**src/rtl/btn_en_conditioner.sv**
```systemverilog
// ============================================================================
//  Module   : btn_en_conditioner
//  Purpose  : Debounces a raw push-button and steps a 4-bit enable code once
//             per accepted press, with decodes for the CountUp/CountDown codes.
//  Revision : 1.0 - initial release
// ============================================================================
`default_nettype none

module btn_en_conditioner #(
  parameter int         DEBOUNCE_CYCLES = 2000000,
  parameter logic [3:0] EN_INIT         = 4'b0000
) (
  input  logic       gclk,
  input  logic       rst,
  input  logic       btn_in,
  output logic       btn_level,
  output logic       btn_pulse,
  output logic [3:0] count_en,
  output logic       en_up,
  output logic       en_down
);

  localparam int              CNT_W   = $clog2(DEBOUNCE_CYCLES);
  localparam logic [CNT_W-1:0] CNT_MAX = CNT_W'(DEBOUNCE_CYCLES - 1);
  localparam logic [3:0]      C_UP    = 4'b0101;
  localparam logic [3:0]      C_DOWN  = 4'b1010;

  typedef enum logic [1:0] {
    IDLE        = 2'd0,
    ARM_PRESS   = 2'd1,
    PRESSED     = 2'd2,
    ARM_RELEASE = 2'd3
  } state_t;

  state_t           state_q, state_d;
  logic [1:0]       sync_q, sync_d;
  logic [CNT_W-1:0] cnt_q, cnt_d;
  logic             level_q, level_d;
  logic             pulse_q, pulse_d;
  logic [3:0]       en_q, en_d;
  logic             s;

  assign s = sync_q[1];

  always_comb begin
    sync_d  = {sync_q[0], btn_in};
    state_d = state_q;
    cnt_d   = cnt_q;
    pulse_d = 1'b0;
    en_d    = en_q;
    case (state_q)
      IDLE: begin
        if (s) begin
          state_d = ARM_PRESS;
          cnt_d   = '0;
        end
      end
      ARM_PRESS: begin
        if (!s) begin
          state_d = IDLE;
          cnt_d   = '0;
        end else if (cnt_q == CNT_MAX) begin
          state_d = PRESSED;
          pulse_d = 1'b1;
          en_d    = en_q + 4'd1;
        end else begin
          cnt_d = cnt_q + CNT_W'(1);
        end
      end
      PRESSED: begin
        if (!s) begin
          state_d = ARM_RELEASE;
          cnt_d   = '0;
        end
      end
      ARM_RELEASE: begin
        if (s) begin
          state_d = PRESSED;
        end else if (cnt_q == CNT_MAX) begin
          state_d = IDLE;
        end else begin
          cnt_d = cnt_q + CNT_W'(1);
        end
      end
      default: begin
        state_d = IDLE;
        cnt_d   = '0;
      end
    endcase
    // Level follows the destination state so it changes on the same edge.
    level_d = (state_d == PRESSED) || (state_d == ARM_RELEASE);
  end

  always_ff @(posedge gclk or posedge rst) begin
    if (rst) begin
      sync_q  <= 2'b00;
      state_q <= IDLE;
      cnt_q   <= '0;
      level_q <= 1'b0;
      pulse_q <= 1'b0;
      en_q    <= EN_INIT;
    end else begin
      sync_q  <= sync_d;
      state_q <= state_d;
      cnt_q   <= cnt_d;
      level_q <= level_d;
      pulse_q <= pulse_d;
      en_q    <= en_d;
    end
  end

  assign btn_level = level_q;
  assign btn_pulse = pulse_q;
  assign count_en  = en_q;
  assign en_up     = (en_q == C_UP);
  assign en_down   = (en_q == C_DOWN);

endmodule

`default_nettype wire

```
**config.mk**
```make
export PLATFORM = sky130hd
export DESIGN_NAME = btn_en_conditioner
export DESIGN_NICKNAME = d
export VERILOG_FILES = /design/src/rtl/btn_en_conditioner.sv
export SDC_FILE = /design/constraint.sdc
export NUM_CORES = 1
export LEC_CHECK = 0
export ABC_AREA = 1
export BUFFER_PORTS_ARGS = -buffer_cell sky130_fd_sc_hd__buf_4
export CAP_MARGIN = 10
export CORE_MARGIN = 2
export CORE_UTILIZATION = 59
export DETAILED_ROUTE_END_ITERATION = 10
export GPL_ROUTABILITY_DRIVEN = 0
export PLACE_DENSITY = 0.9
export SLEW_MARGIN = 20
export SYNTH_ARGS = -nofsm -noshare
export SYNTH_HDL_FRONTEND = slang
export SYNTH_SLANG_ARGS = --single-unit
export TNS_END_PERCENT = 1
```
**constraint.sdc**
```tcl
create_clock -name gclk -period 4.1 [get_ports gclk]
set_clock_uncertainty 0.2 [all_clocks]
set_input_delay 0.41 -clock gclk [delete_from_list [all_inputs] [get_ports gclk]]
set_output_delay 0.41 -clock gclk [all_outputs]
set_load 0.01 [all_outputs]
```
==> reports/results.ini <==
[sta]
post-route-period-util = 0.519
report.final.slew_viol_count = 0
rsz0062_at_grt = false
worst_pin_slew_ps = 691
slew_headroom = 0.539
finalHoldViolCount = 0
fmax_mhz = 470
min_period_ps = 2130
setup-violations-final = 0
fin_setup_tns_ps = 0

[synthesis]
avgSynthCellArea_um2 = 7.35
ys_seq_area_frac = 0.414
synth_fp_nets = 262
yosys_warnings = 0
synth.distinct_cells = 27
syn_area_um2 = 1870
ys_ff_latch = 31
synthCells = 255

[worst_setup_path]
crit_arrival_ps = 2150
path_cells = ha_1, nand2_1, nor2_2, nand2_2, nor2_4, nand3_2, nand2_2, inv_1, o21ai_0, nor2_1
crit_top_cell = nand2_2
crit_path_end_kind = flop
crit_type = flop to flop
reg2reg_slack_ps = 1970
slowest_stage = dfrtp_1
cpPeakStageDelay_ps = 370
cp-start-kind = flop
path_max_fanout = 12
required_ps = 4120

[clocking]
cts_hold_buf = 2
cts-root-buf = clkbuf_4
cts_sinks = 31
clock_path_buffers = 2
cts_resized = 0
clk_pin_slew_ps = 90
cts_setup_buffers = 0
numCtsBuffers = 5
cts_tree = yes
htree_num_levels = 2
insertion_delay_ps = 340

[power_and_ir_drop]
ir_drop_mv = 0.170
leakage_nw = 0.987
powerDensity_nw_per_um2 = 264

[detailed_routing]
first_iter_violations = 64
ant_nets = 0
wl_um = 3800
wl_per_cell_um = 11.9
vias = 1686
dr.pass1.iters = 4
avgViaCountPerCell = 5.30
drc_errors = 0

[global_route]
grt-ovfl-total = 0
grt_pass1_wl_um = 6620
antenna_found_initial = 0
grt_max_degree = 32
grt_pass1_vias = 1551
grt_util_all_layers = 0.248

[final_layout]
fillers = 259
area_delta_synth_final_pct = 10.8
finish.instance_area_um2 = 2070
num_antenna_cells = 0
layout_commonest_cell = nand2_1
layout_common_cells = nand2_1 (66), nor2_1 (39), inv_1 (38), dfrtp_1 (31), nand3_1 (19)
final_nets = 280
drive_above_1_share = 0.128

[floorplan]
die_h_um = 60.3
initial_core_util = 0.619
fp.dieW_um = 60.3
rows = 20
ioPinCount = 11
fp.coreArea_um2 = 3030
dieArea_um2 = 3640

[place]
postPlaceCellArea_um2 = 1990
portBuffers = 10
place_hpwl_um = 2850

[worst_hold_path]
hold_class = flop to flop

[run]
max_cap_violations = 0

[outcome]
status = finished clean

[worst max-delay path, delay by kind of cell, from the launching register on]
family	cells	cell delay (ps)
AND/OR/NAND/NOR	7	930
buffers and inverters	1	120
flip-flops	1	370
adder cells (fa/ha/maj)	1	210
AO/OA/AOI/OAI	1	190
[area by class of cell]
| cell class | instances | area (um^2) | area share |
|---|---|---|---|
| multi-input cells | 184 | 930 | 0.448 |
| repair buffers | 13 | 103 | 0.0495 |
| flip-flops and latches | 31 | 776 | 0.374 |
| inverters | 38 | 143 | 0.0688 |
| clock buffers | 8 | 68.8 | 0.0332 |
| well taps | 44 | 55.1 | 0.0265 |
[registers in the layout, summed over array words and instances (netlist names)]
signal     cells
state_q        2
btn_level      1
btn_pulse      1
count_en       4
sync_q         2
cnt_q         21
[stage by stage]
stage / hold slack, ps / setup WS (ps) / total power [W] / utilization / cells
after floorplan: 131 / 2310 / 0.000344 / - / 255
after global placement: 134 / 2070 / 0.000349 / 0.656 / 308
after detailed placement: 146 / 1990 / 0.000350 / 0.656 / 308
after CTS: 167 / 1980 / 0.000552 / 0.685 / 318
after global routing: 176 / 1750 / 0.000570 / 0.685 / 318
final: 163 / 1970 / 0.000548 / 0.685 / 318
[path summary, 6_finish.rpt]
kind / startpoint / endpoint / cells past startpoint
max: cnt_q[0] / cnt_q[1] / 10
min: sync_q[0] / sync_q[1] / 0
max reg2reg: cnt_q[0] / cnt_q[1] / 10
min reg2reg: sync_q[0] / sync_q[1] / 0
max in group asynchronous: rst / cnt_q[7] / 4
min in group asynchronous: rst / cnt_q[6] / 4
[synth_stat cells]
cell        n  area share
nor2_4      3       0.018
inv_1      38       0.076
o21bai_1    2      0.0080
o2111ai_1   1      0.0047
nor3b_1     2      0.0080
buf_6       1      0.0060
nand4_1     6       0.020
a21oi_1     6       0.016
nor3_1      5       0.013
dfrtp_1    31        0.41
nand3_1    19       0.051
nor2_2      4       0.013
xnor2_1     1      0.0047
nor2_1     39       0.078
a21oi_4     1      0.0087
nand3_2     3       0.016
o21ai_0    12       0.032
nand3_4     1      0.0094
clkbuf_8    1      0.0073
nor4_1      1      0.0033
o21ai_1     1      0.0027
o21ai_2     2      0.0094
ha_1        4       0.027
a21oi_2     1      0.0047
nand2_2     2      0.0067
nand2_1    66        0.13
xor2_1      2      0.0094
[layer usage]
metal / wire (um) / up-vias / track usage / share of wire
met3: 172 / 12 / 0.0661 / 0.045
met4: 66 / 0 / 0.0889 / 0.017
met5: 0 / - / 0 / 0
li1: - / 846 / - / -
met1: 1700 / 787 / 0.309 / 0.45
met2: 1850 / 41 / 0.415 / 0.49
[power breakdown]
| part | internal [W] | switching (W) |
|---|---|---|
| logic | 0.00000938 | 0.0000224 |
| clock network | 0.000101 | 0.000102 |
| registers | 0.000310 | 0.00000342 |
[cell families (layout without fill, tap and decap cells)]
| family | after synthesis | in the layout | share of synthesized area |
|---|---|---|---|
| compound gates | 26 | 26 | 0.0862 |
| flops | 31 | 31 | 0.414 |
| simple gates | 151 | 151 | 0.369 |
| xor+xnor | 3 | 3 | 0.0140 |
| buf+inv | 40 | 59 | 0.0895 |
| fa+ha+maj | 4 | 4 | 0.0267 |
No activity file was read; power rests on OpenSTA's default activity.
